## src/rtl/ysyx_24100005_lsu.sv

```systemverilog
// ysyx_24100005_lsu: multi-cycle load/store unit with valid/ready request, memory and response ports.
// Store lanes are aligned at accept time; load extraction and extension happen when memory answers.
module ysyx_24100005_lsu #(
    parameter int XLEN    = 32,
    parameter int ADDR_W  = 32,
    parameter int TIMEOUT = 255
) (
    input  logic              clk_i,
    input  logic              rst_ni,
    input  logic              req_valid_i,
    output logic              req_ready_o,
    input  logic              req_we_i,
    input  logic [2:0]        req_funct3_i,
    input  logic [ADDR_W-1:0] req_addr_i,
    input  logic [XLEN-1:0]   req_wdata_i,
    output logic              resp_valid_o,
    input  logic              resp_ready_i,
    output logic [XLEN-1:0]   resp_rdata_o,
    output logic              resp_err_o,
    output logic              mem_req_valid_o,
    input  logic              mem_req_ready_i,
    output logic              mem_we_o,
    output logic [ADDR_W-1:0] mem_addr_o,
    output logic [XLEN-1:0]   mem_wdata_o,
    output logic [XLEN/8-1:0] mem_wmask_o,
    input  logic              mem_resp_valid_i,
    input  logic [XLEN-1:0]   mem_rdata_i
);
    localparam int NB = XLEN / 8;
    localparam int OW = $clog2(NB);

    typedef enum logic [1:0] {IDLE, REQ, WAIT, RESP} state_e;

    state_e            state_q;
    logic              req_ready_q, resp_valid_q, resp_err_q, mem_req_valid_q, mem_we_q;
    logic [XLEN-1:0]   resp_rdata_q, mem_wdata_q;
    logic [ADDR_W-1:0] mem_addr_q;
    logic [NB-1:0]     mem_wmask_q;
    logic [2:0]        f3_q;
    logic [OW-1:0]     off_q;
    logic              we_q;
    logic [31:0]       cnt_q;

    logic [OW-1:0]     off;
    logic              legal, mis;
    logic [6:0]        sa_st, sa_ld;
    logic [XLEN-1:0]   wd, sh, lft, lds, ld;
    logic [NB-1:0]     wm;

    assign off = req_addr_i[OW-1:0];

    always_comb begin
        legal = req_funct3_i == 3'b111 ? 1'b0 :
                req_funct3_i == 3'b011 ? (XLEN == 64) :
                req_funct3_i == 3'b110 ? (!req_we_i && XLEN == 64) :
                req_funct3_i[2]        ? !req_we_i : 1'b1;
        mis   = |(off & OW'((4'd1 << req_funct3_i[1:0]) - 4'd1));
        // Shifting up then back down clears the lanes above the access size.
        sa_st = 7'(XLEN) - (7'd8 << req_funct3_i[1:0]);
        wd    = ((req_wdata_i << sa_st) >> sa_st) << {off, 3'b000};
        wm    = ~({NB{1'b1}} << (4'd1 << req_funct3_i[1:0])) << off;
        sa_ld = 7'(XLEN) - (7'd8 << f3_q[1:0]);
        sh    = mem_rdata_i >> {off_q, 3'b000};
        lft   = sh << sa_ld;
        lds   = $signed(lft) >>> sa_ld;
        ld    = f3_q[2] ? (lft >> sa_ld) : lds;
    end

    always_ff @(posedge clk_i or negedge rst_ni) begin
        if (!rst_ni) begin
            state_q         <= IDLE;
            req_ready_q     <= 1'b0;
            resp_valid_q    <= 1'b0;
            resp_err_q      <= 1'b0;
            resp_rdata_q    <= '0;
            mem_req_valid_q <= 1'b0;
            mem_we_q        <= 1'b0;
            mem_addr_q      <= '0;
            mem_wdata_q     <= '0;
            mem_wmask_q     <= '0;
            f3_q            <= '0;
            off_q           <= '0;
            we_q            <= 1'b0;
            cnt_q           <= '0;
        end else begin
            case (state_q)
                IDLE: begin
                    req_ready_q <= 1'b1;
                    if (req_valid_i && req_ready_q) begin
                        req_ready_q <= 1'b0;
                        we_q        <= req_we_i;
                        f3_q        <= req_funct3_i;
                        off_q       <= off;
                        if (!legal || mis) begin
                            state_q      <= RESP;
                            resp_valid_q <= 1'b1;
                            resp_err_q   <= 1'b1;
                            resp_rdata_q <= '0;
                        end else begin
                            state_q         <= REQ;
                            mem_req_valid_q <= 1'b1;
                            mem_we_q        <= req_we_i;
                            mem_addr_q      <= {req_addr_i[ADDR_W-1:OW], OW'(0)};
                            mem_wdata_q     <= req_we_i ? wd : '0;
                            mem_wmask_q     <= req_we_i ? wm : '0;
                        end
                    end
                end
                REQ: begin
                    if (mem_req_ready_i) begin
                        state_q         <= WAIT;
                        mem_req_valid_q <= 1'b0;
                        cnt_q           <= '0;
                    end
                end
                WAIT: begin
                    if (mem_resp_valid_i) begin
                        state_q      <= RESP;
                        resp_valid_q <= 1'b1;
                        resp_err_q   <= 1'b0;
                        resp_rdata_q <= we_q ? '0 : ld;
                    end else if (TIMEOUT != 0 && cnt_q == 32'(TIMEOUT - 1)) begin
                        state_q      <= RESP;
                        resp_valid_q <= 1'b1;
                        resp_err_q   <= 1'b1;
                        resp_rdata_q <= '0;
                    end else begin
                        cnt_q <= cnt_q + 32'd1;
                    end
                end
                RESP: begin
                    if (resp_ready_i) begin
                        state_q      <= IDLE;
                        req_ready_q  <= 1'b1;
                        resp_valid_q <= 1'b0;
                        resp_err_q   <= 1'b0;
                        resp_rdata_q <= '0;
                    end
                end
                default: state_q <= IDLE;
            endcase
        end
    end

    assign req_ready_o     = req_ready_q;
    assign resp_valid_o    = resp_valid_q;
    assign resp_err_o      = resp_err_q;
    assign resp_rdata_o    = resp_rdata_q;
    assign mem_req_valid_o = mem_req_valid_q;
    assign mem_we_o        = mem_we_q;
    assign mem_addr_o      = mem_addr_q;
    assign mem_wdata_o     = mem_wdata_q;
    assign mem_wmask_o     = mem_wmask_q;
endmodule

```

## config.mk

```make
export PLATFORM = sky130hd
export DESIGN_NAME = ysyx_24100005_lsu
export DESIGN_NICKNAME = d
export VERILOG_FILES = /design/src/rtl/ysyx_24100005_lsu.sv
export SDC_FILE = /design/constraint.sdc
export NUM_CORES = 1
export LEC_CHECK = 0
export ABC_CLOCK_PERIOD_IN_PS = 2300
export CAP_MARGIN = 20
export CORE_AREA = 2 2 132 121
export DETAILED_ROUTE_END_ITERATION = 16
export DIE_AREA = 0 0 134 123
export DONT_BUFFER_PORTS = 1
export GPL_ROUTABILITY_DRIVEN = 1
export GPL_TIMING_DRIVEN = 0
export HOLD_SLACK_MARGIN = 0.02
export PLACE_DENSITY = 0.65
export REMOVE_ABC_BUFFERS = 1
export SLEW_MARGIN = 20
export SYNTH_ARGS = -nofsm -noshare
export SYNTH_HDL_FRONTEND = slang
export SYNTH_SLANG_ARGS = --single-unit
```

## constraint.sdc

```tcl
create_clock -name clk_i -period 2.3 [get_ports clk_i]
set_input_delay 0.345 -clock clk_i [delete_from_list [all_inputs] [get_ports clk_i]]
set_output_delay 0.345 -clock clk_i [all_outputs]
set_load 0.02 [all_outputs]
```

==> summary.log <==
INFO  sta            totalNegativeSetupSlack=-0.0130ns
INFO  routing        drt_pass1_iterations=5
INFO  worst_setup_path worstReg2RegStart=state_q[1]
INFO  power_and_ir_drop switching_share=0.434
INFO  synth          number_of_enable_flip_flop_cells_after_synthesis=0
INFO  layout         utilization=0.574
INFO  clock_network  path_clk_slew=0.07ns
INFO  clock_network  tritoncts_num_sinks=143
INFO  run_status     failed_checks=negative hold slack, negative setup slack
INFO  worst_setup_path worst_ep_arrival_time=2.68ns
INFO  synth          ys_flop_type=dfrtp_1
INFO  worst_setup_path endpoint_kind=register
INFO  sta            tightestPinTransition=0.728ns
INFO  sta            fin_crit_sh=1.01
INFO  sta            worst_case_setup_margin_in_the_final_layout=-0.0121ns
INFO  global_routing grt_overflow=0
INFO  synth          number_of_instances_in_the_synthesized_netlist=810
INFO  routing        antenna_left=0
INFO  global_routing grt_pass1_vias=6299
INFO  routing        first_iter_violations=475
INFO  sta            report.final.setup_viol=2
INFO  worst_setup_path timing.reg2reg.setup_slack=-0.01ns
INFO  worst_setup_path largest_fanout_on_the_critical_path=7
INFO  global_routing grt_start_max_net_pins=144
INFO  routing        drc=0
INFO  sta            max_clock_freq=433MHz
INFO  hold_path      hold_path.class=input port to async pin
INFO  power_and_ir_drop comb_power_share=0.282
INFO  worst_setup_path worst_r2r_path_depth=7
INFO  routing        via_per_inst=6.26
INFO  clock_network  tritoncts=built
INFO  synth          synth_async_sr_flop_share=1.00
INFO  power_and_ir_drop power_frac_clock=0.250
INFO  power_and_ir_drop seqPwrFrac=0.468
INFO  synth          synth.yosys.warnings=0
INFO  floorplanning  core-area=15100um^2
INFO  synth          yosys_register_bits=143
INFO  placed_design  gp_congestion=0.889
INFO  placed_design  post-dp-hpwl=13500um
INFO  clock_network  htreeDepth=4
INFO  layout         final_net_count=927
INFO  global_routing grt_antenna_before_repair=0
INFO  flow_run       total_of_max_cap_violations=0
INFO  power_and_ir_drop power_after_layout=10.9mW
INFO  worst_setup_path worst_path_max_delay_cell=or4_4
INFO  run_status     status=complete, but fails checks
INFO  sta            hold_slack=-0.383ns
INFO  synth          synth_seq_area_share=0.479
INFO  sta            timing.max_slew.rel_slack=0.515
INFO  clock_network  cts_inserted_buffers=17
INFO  worst_setup_path worst_path_dominant_cell_family=simple AND/OR/NAND/NOR gates
INFO  global_routing grt_util_all_layers=0.250
INFO  global_routing grt_first_pass_wirelength=32600um
INFO  clock_network  cts-root-buf=clkbuf_16
INFO  placed_design  place_worst_setup_slack=-0.589ns
INFO  worst_setup_path critical_path_buf_inv_count=1
INFO  worst_setup_path worstReg2RegEnd=resp_rdata_o[1]
INFO  floorplanning  floorplan.io_pins=211
INFO  worst_setup_path setup.worst_path.class=register to register
INFO  power_and_ir_drop maximum_vdd_drop=0.618mV
INFO  worst_setup_path worstSetupStartpointType=register
INFO  sta            finalClockSkew=0.00887ns
INFO  worst_setup_path required=2.67ns
INFO  routing        wl=21700um
INFO  synth          synthesis.area=7470um^2
INFO  sta            report.final.hold_viol_count=143
INFO  layout         layout-area-overhead-vs-synth=16.1%
INFO  power_and_ir_drop power.leakage=3.83nW
INFO  floorplanning  fp.dieW=134um
INFO  sta            drv_slew=0
INFO  routing        route.vias.total=6447
INFO  routing        routed_wire_length_per_instance=21.1um
INFO  power_and_ir_drop power.net_switching=4.71mW
INFO  clock_network  cts_hold_repair.buffers=20
INFO  power_and_ir_drop pwr_density_cell=1250nW/um^2
INFO  placed_design  placement.io_buffers=0
INFO  synth          synth_cell_types=59
INFO  floorplanning  die_area=16500um^2
INFO  clock_network  buffer_depth_of_the_longest_clock_path=2
INFO  layout         drive_gt1_frac=0.124
INFO  layout         num_antenna_cells=0
INFO  sta            finalWorstPathRequiredPeriod=2.31ns
INFO  clock_network  worstSkewPairLatency=0.43ns
INFO  worst_setup_path max_stage_delay=0.50ns
INFO  floorplanning  start_util=0.494
INFO  synth          syn_area_per_cell=9.22um^2
INFO  sta            grt_setup_unrepaired=true
INFO  worst_setup_path crit_path_cell_trace=inv_2 -> ha_4 -> a21boi_4 -> or3_4 -> or4_4 -> a21oi_4 -> a32o_1
INFO  floorplanning  placementRows=43
INFO  power_and_ir_drop p_int=6.14mW
INFO  floorplanning  die_height=123um
synth_stat cells, drive strengths merged (6+ instances only):
cell type / n / share of area
or3: 18 / 0.015
nand3: 20 / 0.013
clkbuf: 35 / 0.018
a22o: 18 / 0.021
nand2: 175 / 0.088
mux2: 10 / 0.015
inv: 12 / 0.0060
or4: 11 / 0.012
o31ai: 20 / 0.020
mux2i: 34 / 0.046
and3: 6 / 0.0050
dfrtp: 143 / 0.48
a21oi: 54 / 0.038
o22ai: 9 / 0.0075
nor2: 17 / 0.0085
o21ai: 64 / 0.043
nor3: 9 / 0.0067
nor2b: 10 / 0.0084
ha: 6 / 0.010
o2bb2ai: 28 / 0.034
and4: 7 / 0.0085
nand4: 17 / 0.014
buf: 23 / 0.018
nor4: 11 / 0.010
timing repair:
action | 4_1_cts | 5_1_grt
pin swaps | 8 | 10
gates resized for setup | 21 | 21
setup endpoints to repair | 68 | 78
buffers inserted | 12 | 4
endpoints found under the hold margin | 163 | 143
gates cloned | 1 | 5
power groups by stage:
stage                     clock network, mW  registers, mW  logic (mW)
final                                  2.71           5.08        3.06
after global routing                   2.89           5.18        3.37
after CTS                              2.75           5.02        2.70
after detailed placement                  0           5.03        2.43
after global placement                    0           5.02        2.32
after floorplan                           0           4.73        1.90
cell type report:
class	instances	area [um^2]
Clock buffer	18	439
Clock inverter	14	140
Fill cell	1279	6450
Inverter	13	51.3
Multi-Input combinational cell	603	3820
Sequential cell	143	3580
Tap cell	202	253
Timing Repair Buffer	37	382
metal layers:
| metal | global-route usage | vias up | part of all wire |
|---|---|---|---|
| li1 | - | 2948 | - |
| met1 | 0.307 | 3175 | 0.39 |
| met2 | 0.419 | 302 | 0.50 |
| met3 | 0.0800 | 22 | 0.091 |
| met4 | 0.0904 | 0 | 0.015 |
| met5 | 0 | - | 0 |
cells by family after synthesis:
group	synth area share
AND/OR/NAND/NOR	0.209
XOR/XNOR	0.00703
multiplexers	0.0606
other	0.000502
buffers and inverters	0.0419
AO/OA/AOI/OAI	0.192
adder cells (fa/ha/maj)	0.0100
flip-flops	0.479
cell usage in the layout, fill, tap and decap left out, types with 3 or more instances in the layout:
cell type / n
and3_1: 4
nor2_1: 16
inv_1: 10
mux2i_1: 34
o21ai_0: 63
mux2_2: 10
ha_4: 3
a21o_1: 3
dfrtp_2: 4
nand3_1: 19
nor3_1: 7
buf_4: 12
nand4_1: 17
a22oi_1: 5
a211o_1: 5
dfrtp_1: 139
o2bb2ai_1: 26
inv_8: 6
or4_4: 4
inv_6: 4
and4_1: 5
a21oi_1: 52
a22o_1: 18
a32o_1: 5
or4_1: 8
o31ai_1: 20
or3_1: 17
nor4_1: 10
dlygate4sd3_1: 20
nand2b_1: 3
nand2b_4: 4
xnor2_1: 4
clkbuf_16: 17
nor2b_1: 10
o22ai_1: 9
and2_1: 3
nand2_1: 174
buf_12: 4
registers in the layout, indices dropped and copies added (netlist names):
name,count
cnt_q,32
mem_wdata_o,32
resp_rdata_o,32
mem_addr_o,30
mem_wmask_o,4
f3_q,3
off_q,2
state_q,2
mem_req_valid_o,1
mem_we_o,1
req_ready_o,1
resp_err_o,1
resp_valid_o,1
we_q,1
worst max path at each step:
stage,start,endpoint,cells past startpoint
after floorplan,state_q[0],mem_wdata_o[30],6
after global routing,state_q[1],resp_rdata_o[1],7
final,state_q[1],resp_rdata_o[1],7
after detailed placement,state_q[0],mem_wdata_o[31],7
after global placement,state_q[0],mem_wdata_o[30],6
after CTS,state_q[0],resp_rdata_o[1],7
stage by stage:
step	cell area (um^2)	cells
2_1_floorplan	7210	753
3_3_place_gp	7460	955
3_5_place_dp	7510	956
4_1_cts	8470	1021
5_1_grt	8670	1030
6_report	8670	1030
No activity file was read; power rests on OpenSTA's default activity.
